`src/rtl/rot_angle_sched.sv`:
```
// Shares one CORDIC sin/cos core among the X/Y/Z rotation generators: round-robin issue, in-order tag return.
// Optional per-axis angle cache is compiled in with `define ROT_SCHED_ANGLE_CACHE_EN.
module rot_angle_sched #(
  parameter int CORDIC_LAT = 20,
  parameter int OUT_SHIFT  = 0
) (
  input  logic        CLK,
  input  logic        rst,
  input  logic [2:0]  req_valid,
  input  logic [47:0] req_angle,
  output logic [2:0]  req_ready,
  output logic        cordic_phase_tvalid,
  output logic [15:0] cordic_phase_tdata,
  input  logic        cordic_dout_tvalid,
  input  logic [31:0] cordic_dout_tdata,
  output logic [47:0] res_sin,
  output logic [47:0] res_cos,
  output logic [2:0]  res_valid,
  output logic [2:0]  done_pulse,
  output logic        busy,
  output logic        err_orphan
);

  localparam int CNT_W = (CORDIC_LAT > 1) ? $clog2(CORDIC_LAT) : 1;

  typedef enum logic {S_DRAIN, S_RUN} state_t;

  state_t             state, state_nxt;
  logic [CNT_W-1:0]   drain_cnt;
  logic               run, found, issue, pop, orphan;
  logic [2:0]         pending, inflight, accept, hit, cand, grant, ret;
  logic [1:0]         rr_ptr, rr_nxt, gnt_idx, idx, pop_tag;
  logic [15:0]        issue_angle;
  logic [15:0]        angle_q [3];
  logic [1:0]         tag_mem [4];
  logic [2:0]         wr_ptr, rd_ptr;
  logic               fifo_empty, fifo_full;
  logic signed [15:0] dout_sin, dout_cos;
  logic [2:0][15:0]   sin_q, cos_q;

  always_ff @(posedge CLK) begin
    if (rst) state <= S_DRAIN;
    else     state <= state_nxt;
  end

  // NOTE: every always_comb output gets a default first so no path can infer a latch.
  always_comb begin
    state_nxt = state;
    case (state)
      S_DRAIN: if (drain_cnt == CNT_W'(CORDIC_LAT - 1)) state_nxt = S_RUN;
      S_RUN:   state_nxt = S_RUN;
      default: state_nxt = S_DRAIN;
    endcase
  end

  // The core has no reset, so results from before rst are flushed out by waiting its full latency.
  always_ff @(posedge CLK) begin
    if (rst)                   drain_cnt <= '0;
    else if (state == S_DRAIN) drain_cnt <= drain_cnt + 1'b1;
  end

`ifdef ROT_SCHED_ANGLE_CACHE_EN
  logic [15:0] cache_angle [3];
  logic [2:0]  cache_vld;

  always_comb begin
    hit = '0;
    for (int i = 0; i < 3; i++)
      hit[i] = accept[i] & cache_vld[i] & (req_angle[16*i +: 16] == cache_angle[i]);
  end

  always_ff @(posedge CLK) begin
    if (rst) cache_vld <= '0;
    else     cache_vld <= cache_vld | ret;
  end

  always_ff @(posedge CLK) begin
    for (int i = 0; i < 3; i++)
      if (ret[i]) cache_angle[i] <= angle_q[i];
  end
`else
  assign hit = '0;
`endif

  always_comb begin
    run        = (state == S_RUN);
    req_ready  = {3{run}} & ~pending & ~inflight;
    accept     = req_valid & req_ready;
    cand       = pending | (accept & ~hit);
    fifo_empty = (wr_ptr == rd_ptr);
    fifo_full  = (wr_ptr[2] != rd_ptr[2]) && (wr_ptr[1:0] == rd_ptr[1:0]);

    // Round-robin: first candidate at or after rr_ptr. A full tag FIFO blocks issue outright.
    grant   = '0;
    gnt_idx = '0;
    found   = 1'b0;
    idx     = '0;
    for (int k = 0; k < 3; k++) begin
      idx = 2'((int'(rr_ptr) + k) % 3);
      if (!found && cand[idx] && !fifo_full) begin
        found        = 1'b1;
        grant[idx]   = 1'b1;
        gnt_idx      = idx;
      end
    end
    issue  = found;
    rr_nxt = (gnt_idx == 2'd2) ? 2'd0 : gnt_idx + 2'd1;

    issue_angle = '0;
    for (int i = 0; i < 3; i++)
      if (grant[i]) issue_angle = accept[i] ? req_angle[16*i +: 16] : angle_q[i];

    pop     = run & cordic_dout_tvalid & ~fifo_empty;
    orphan  = run & cordic_dout_tvalid & fifo_empty;
    pop_tag = tag_mem[rd_ptr[1:0]];
    ret     = pop ? (3'b001 << pop_tag) : 3'b000;
  end

  assign dout_sin = $signed(cordic_dout_tdata[31:16]) >>> OUT_SHIFT;
  assign dout_cos = $signed(cordic_dout_tdata[15:0]) >>> OUT_SHIFT;

  // NOTE: angle and tag storage are qualified by valid/pointer state, so they carry no reset.
  always_ff @(posedge CLK) begin
    for (int i = 0; i < 3; i++)
      if (accept[i]) angle_q[i] <= req_angle[16*i +: 16];
    if (issue) tag_mem[wr_ptr[1:0]] <= gnt_idx;
  end

  // NOTE: state registers use non-blocking assignments so every flop samples pre-edge values.
  always_ff @(posedge CLK) begin
    if (rst) begin
      pending             <= '0;
      inflight            <= '0;
      rr_ptr              <= '0;
      wr_ptr              <= '0;
      rd_ptr              <= '0;
      cordic_phase_tvalid <= 1'b0;
      cordic_phase_tdata  <= '0;
      sin_q               <= '0;
      cos_q               <= '0;
      res_valid           <= '0;
      done_pulse          <= '0;
      err_orphan          <= 1'b0;
    end else begin
      pending             <= cand & ~grant;
      inflight            <= (inflight | grant) & ~ret;
      cordic_phase_tvalid <= issue;
      if (issue) begin
        cordic_phase_tdata <= issue_angle;
        rr_ptr             <= rr_nxt;
      end
      wr_ptr     <= wr_ptr + {2'b00, issue};
      rd_ptr     <= rd_ptr + {2'b00, pop};
      res_valid  <= (res_valid & ~accept) | ret | hit;
      done_pulse <= ret | hit;
      for (int i = 0; i < 3; i++) begin
        if (ret[i]) begin
          sin_q[i] <= dout_sin;
          cos_q[i] <= dout_cos;
        end
      end
      err_orphan <= err_orphan | orphan;
    end
  end

  assign res_sin = sin_q;
  assign res_cos = cos_q;
  assign busy    = (state == S_DRAIN) | (|pending) | (|inflight);

endmodule

```
`config.mk`:
```
export PLATFORM = sky130hd
export DESIGN_NAME = rot_angle_sched
export DESIGN_NICKNAME = d
export VERILOG_FILES = /design/src/rtl/rot_angle_sched.sv
export SDC_FILE = /design/constraint.sdc
export NUM_CORES = 1
export LEC_CHECK = 0
export CAP_MARGIN = 10
export CORE_ASPECT_RATIO = 1.5
export CORE_MARGIN = 2
export CORE_UTILIZATION = 49
export CTS_BUF_LIST = sky130_fd_sc_hd__clkbuf_8
export CTS_CLUSTER_SIZE = 10
export DETAILED_ROUTE_END_ITERATION = 6
export PLACE_DENSITY = 0.9
export RECOVER_POWER = 100
export SYNTH_ARGS = -nofsm -noshare
export SYNTH_HDL_FRONTEND = slang
export SYNTH_SLANG_ARGS = --single-unit
```
`constraint.sdc`:
```
create_clock -name CLK -period 3.4 [get_ports CLK]
set_input_delay 0.68 -clock CLK [delete_from_list [all_inputs] [get_ports CLK]]
set_output_delay 0.68 -clock CLK [all_outputs]
set_load 0.05 [all_outputs]
```
# Yosys cells after proc, flatten, opt, wreduce, memory -nomap -nowiden
# Memory sizes are Yosys's and may differ from the RTL's. A register that Yosys moved wholly into a read port is not among the register bits.
# Cells that the tools add are included.
# classes
add_sub_neg	6
n_div	3
order_cmp	6
eq_ne	5
shifts	1
mux	40
bitwise	24
reduce_logical	14
# ops
cell	count
two-way mux 16 bit	6
remainder unit 32 x 3 -> 32 bit, second input constant	2
remainder unit 3 x 3 -> 32 bit, second input constant	1
AND 3 bit	6
two-way mux 1 bit	18
inverter 3 bit	5
OR 3 bit	5
two-way mux 3 bit	4
two-way mux 2 bit	5
logical AND 1 bit	9
< comparator 2 x 3 -> 1 bit, second input constant	3
adder 3 x 1 -> 3 bit	2
binary-select mux 1 bit (select 2 bit)	3
demux 1 bit (select 2 bit)	3
>= comparator 2 x 1 -> 1 bit, second input constant	3
OR reduction 3 bit	2
adder 5 x 1 -> 5 bit, second input constant	1
== test 5 bit, second input constant	1
adder 2 x 1 -> 3 bit, second input constant	1
adder 2 x 2 -> 3 bit, second input constant	1
AND 1 bit	3
== test 3 bit	1
zero test 1 bit	3
OR 1 bit	3
7 further kinds	8
# totals
register_bits	140
mem_bits_rw	56
input_bits	86
output_inout_bits	124
elab_cells	119
n_memories	2
# memory_table
memory	depth	width	read_ports	rd_ports_with_merged_regs	write_ports	line	rtl
angle_q	3	16	3	0	3	34	logic [15:0] angle_q [3];
tag_mem	4	2	1	1	1	35	logic [1:0] tag_mem [4];

# Longest topological paths before layout
# depth
ltp_word	20
mapped_depth	12
depth_no_buf	9

# Worst setup path before layout
# Ideal clock, no wire load.
# synth_timing
kind	register to output
from	register state, in the netlist run
to	output busy
arrival_ns	2.565
slack_ns	0.155
stages_incl_launch_ff	4
n_path_buf	1
path_cell_list	dfxtp_1 > buf_2 > nor3b_1 > nand3_1
# synth_between
elab_chain_len	3
# synth_rtl
element	line	rtl
from (decl)	28	state_t state, state_nxt;
from (signal assigned)	43	else state <= state_nxt;
inverter 1 bit	168	assign busy = (state == S_DRAIN) | (|pending) | (|inflight);
OR 1 bit (2 in a row)	168	
to (decl)	20	output logic busy,
# No other way between the ends.

# Worst setup path after layout
# layout_timing
from	register rr_ptr[0]
to	register cordic_phase_tdata[8]
# layout_between
elab_chain_len	16
word_cells_on_any_way	44
cone_classes	add/sub (2); div (3); order compare (6); mux (21); bitwise (2); reduce/logical (10)
# layout_rtl
element	line	rtl
from (decl)	32	logic [1:0] rr_ptr, rr_nxt, gnt_idx, idx, pop_tag;
from (signal assigned)	150	rr_ptr <= rr_nxt;
branches (longest 16 deep; another with remainder unit 32 x 3 -> 32 bit)	-	
to (signal assigned)	149	cordic_phase_tdata <= issue_angle;
to (decl)	13	output logic [15:0] cordic_phase_tdata,
# Parallel ways; which one is timed is not known. The select of a mux whose other input is x is not followed.
# A chain may end at the register's enable or synchronous reset.

==> results.py <==
metrics = {
    "synth": {
        "avgSynthCellArea_um2": 11.0,
        "synth-seq-cells": 196,
        "synth_nets": 774,
        "syn_area_um2": 7490,
        "synth-seq-area-share": 0.535,
        "synth_cells": 679,
        "ys_types": 54,
        "yosys_warnings": 0,
        "synth_flop_cell": "dfxtp_1",
        "async_flop_share": 0,
        "synth_edf_count": 8,
    },
    "critical_path": {
        "crit_slowest_cell": "a2111oi_0",
        "crit_path_max_fanout": 12,
        "cp_top_family": "compound AO/OA/AOI/OAI gates",
        "critPathKind": "flip-flop to flip-flop",
        "cp-endpoint": "cordic_phase_tdata[8]$_SDFFE_PP0N_",
        "cp-end-kind": "flip-flop",
        "startpoint_type": "flip-flop",
        "reg2reg_from": "rr_ptr[0]$_SDFFE_PP0N_",
        "crit_required_ns": 3.71,
        "cp.depth": 11,
        "reg2reg_depth": 11,
        "critPathArrivalTime_ns": 3.48,
        "rrSetupSlack_ns": 0.23,
        "slowest_delay_ns": 0.56,
        "crit_path_cell_trace": "inv_1, ha_1, inv_1, o32ai_1, a21oi_1, o32a_1, nor3b_4, buf_12, buf_4, a2111oi_0, nor4_2",
        "crit_start": "rr_ptr[0]$_SDFFE_PP0N_",
        "crit_buf_inv": 4,
        "crit_top_cell": "inv_1",
        "worst_r2r_endpoint": "cordic_phase_tdata[8]$_SDFFE_PP0N_",
    },
    "clock_tree": {
        "cts_tree": "done",
        "path_clk_slew_ns": 0.10,
        "ctsResizeCount": 0,
        "cts_sinks": 196,
        "cts_root_buf": "clkbuf_8",
        "cts_made_buffers": 17,
        "postCtsSetupBuffers": 0,
        "worstSkewPairLatency_ns": 0.46,
        "ctsHoldBuffers": 0,
        "h-tree-depth": 4,
        "cts_buffer_depth": 2,
    },
    "min_path": {
        "min-delay-start": "angle_q[0][28]$_DFF_P_",
        "min_path_type": "flip-flop to flip-flop",
    },
    "global_route": {
        "grt_overflow": 0,
        "grt_pass1_wl_mm": 30.9,
        "busiest_layer": "met2",
        "grt_pass1_vias": 5914,
        "grt_use_met3": 0.0536,
        "gr-usage-met2": 0.436,
        "antenna_found_initial": 0,
        "track_usage": 0.239,
        "grt_start_max_net_pins": 41,
        "grt_use_met1": 0.270,
    },
    "timing": {
        "post-route-period-util": 0.931,
        "worst_slew_pin_slew_ns": 1.90,
        "slew_viol_final": 38,
        "relSlewSlack": -0.269,
        "fmax_mhz": 316,
        "hold_violations": 0,
        "fin_tns_setup_ns": 0,
        "worst_slack_ns": 0.234,
        "period_needed_ns": 3.17,
        "finClkSkew_ns": 0.0140,
        "hold_ws_ns": 0.467,
        "rsz0062_at_grt": "false",
        "setup_viol": 0,
    },
    "power": {
        "peakVddDrop_uv": 301,
        "finalPower_mw": 4.23,
        "p_leak_nw": 4.60,
        "power_density_nw_per_um2": 414,
    },
    "floorplanning": {
        "core-area_um2": 15000,
        "die_w_um": 105,
        "fp.dieH_um": 155,
        "io_pins": 210,
        "row_count": 55,
        "dieArea_um2": 16300,
        "start_util": 0.499,
    },
    "drt": {
        "drc_errors": 0,
        "drt_iter0_drc": 245,
        "ant_nets": 0,
        "wl_mm": 19.4,
        "post_drt_wl_per_cell_um": 17.7,
        "drt-pass1-iter-count": 5,
        "viasPerCell": 5.45,
        "vias": 5956,
    },
    "final_layout": {
        "fill_cells": 1139,
        "diodes": 0,
        "area_delta_synth_final_pct": 36.6,
        "drive_above_1_share": 0.0951,
        "fin_cells": 1093,
        "fin_util": 0.682,
        "stdcell_area_um2": 10200,
        "layout_commonest_cell": "dfxtp_1",
        "final_cell_mix": "dfxtp_1 (188), dlygate4sd3_1 (125), nor2_1 (91), clkdlybuf4s50_1 (83), a22o_1 (64)",
        "finalNetCount": 976,
    },
    "place": {
        "dp.cells": 1057,
        "hpwl_mm": 13.8,
        "place_congestion": 0.920,
        "dp_slack_ns": -0.281,
        "portBuffers": 209,
        "place_area_um2": 9800,
    },
    "run_status": {
        "status": "finished, violations left",
        "violations": "capacitance limit, slew limit",
    },
    "job": {
        "cap_violations": 1,
    },
}
[worst register-to-register path: cells and delay by family (launching register included)]
family          cells  cell delay [ns]
buf+inv             4             0.53
simple gates        2             0.28
compound gates      4             1.61
flops               1             0.34
fa+ha+maj           1             0.26
[per-layer routing]
| metal | part of all wire | routed length, um |
|---|---|---|
| met5 | 0 | 0 |
| met4 | 0.021 | 414 |
| met3 | 0.052 | 1000 |
| met2 | 0.53 | 10300 |
| met1 | 0.40 | 7690 |
[synthesized netlist by cell type (2+ instances only)]
master | instances | area (um^2)
nor4_2 | 10 | 125
o32ai_1 | 2 | 17.5
a31oi_1 | 2 | 12.5
and3_1 | 2 | 12.5
and3b_1 | 3 | 26.3
a2111oi_2 | 10 | 150
nor2b_1 | 41 | 257
nor2_1 | 92 | 345
clkbuf_1 | 20 | 75.1
nand2_1 | 8 | 30.0
or2_2 | 3 | 18.8
xnor2_1 | 5 | 43.8
and2_1 | 3 | 18.8
ha_1 | 9 | 113
o21ai_1 | 3 | 15.0
nor3_1 | 6 | 30.0
nor3b_1 | 5 | 37.5
inv_1 | 24 | 90.1
a2111oi_0 | 6 | 52.6
xor2_1 | 4 | 35.0
nand3_1 | 6 | 30.0
buf_2 | 17 | 85.1
mux4_2 | 2 | 45.0
dfxtp_1 | 188 | 3760
nand3b_1 | 2 | 15.0
o21ai_0 | 7 | 35.0
nand2b_1 | 3 | 18.8
a22o_1 | 64 | 561
buf_1 | 2 | 7.51
o21a_1 | 3 | 22.5
o31ai_1 | 3 | 22.5
mux2_2 | 32 | 360
buf_6 | 2 | 22.5
mux2i_1 | 49 | 490
nor4_1 | 6 | 37.5
edfxtp_1 | 8 | 240
a21oi_1 | 10 | 50.1
[flip-flops by register name, summed over array words and instances, names as in the netlist, 2 cells and up]
| register | cells |
|---|---|
| angle_q | 48 |
| cordic_phase_tdata | 16 |
| done_pulse | 3 |
| drain_cnt | 5 |
| inflight | 3 |
| pending | 3 |
| rd_ptr | 3 |
| res_cos | 48 |
| res_sin | 48 |
| res_valid | 3 |
| rr_ptr | 2 |
| tag_mem | 8 |
| wr_ptr | 3 |
[cells by family after synthesis]
family                   synth area share
adder cells (fa/ha/maj)            0.0150
buffers and inverters              0.0391
flip-flops                          0.535
XOR/XNOR                           0.0105
AO/OA/AOI/OAI                       0.138
AND/OR/NAND/NOR                     0.143
multiplexers                        0.120
[worst min-delay path by stage]
stage,to,slack (ns),cells after the start
2_1_floorplan,angle_q[0][16]$_DFF_P_,0.43,2
3_3_place_gp,angle_q[0][31]$_DFF_P_,0.44,2
3_5_place_dp,angle_q[0][16]$_DFF_P_,0.44,2
4_1_cts,angle_q[0][16]$_DFF_P_,0.47,2
5_1_grt,res_cos[12]$_SDFFE_PP0P_,0.50,1
6_report,angle_q[0][28]$_DFF_P_,0.47,2
[layout make-up]
type / instances / area (um^2) / share of cell area
Inverter: 24 / 90.1 / 0.00881
Sequential cell: 196 / 4000 / 0.391
Timing Repair Buffer: 226 / 2240 / 0.219
Tap cell: 199 / 249 / 0.0243
Clock buffer: 18 / 248 / 0.0242
Clock inverter: 14 / 193 / 0.0188
Multi-Input combinational cell: 416 / 3210 / 0.313
[power breakdown]
| part | switching, mW | internal (mW) | total (mW) | leakage (nW) |
|---|---|---|---|---|
| Clock | 0.858 | 0.769 | 1.63 | 0.212 |
| Sequential | 0.0150 | 2.37 | 2.38 | 1.60 |
| Combinational | 0.0988 | 0.124 | 0.223 | 2.78 |
| Total | 0.971 | 3.26 | 4.23 | 4.60 |
No activity file was read; power rests on OpenSTA's default activity.
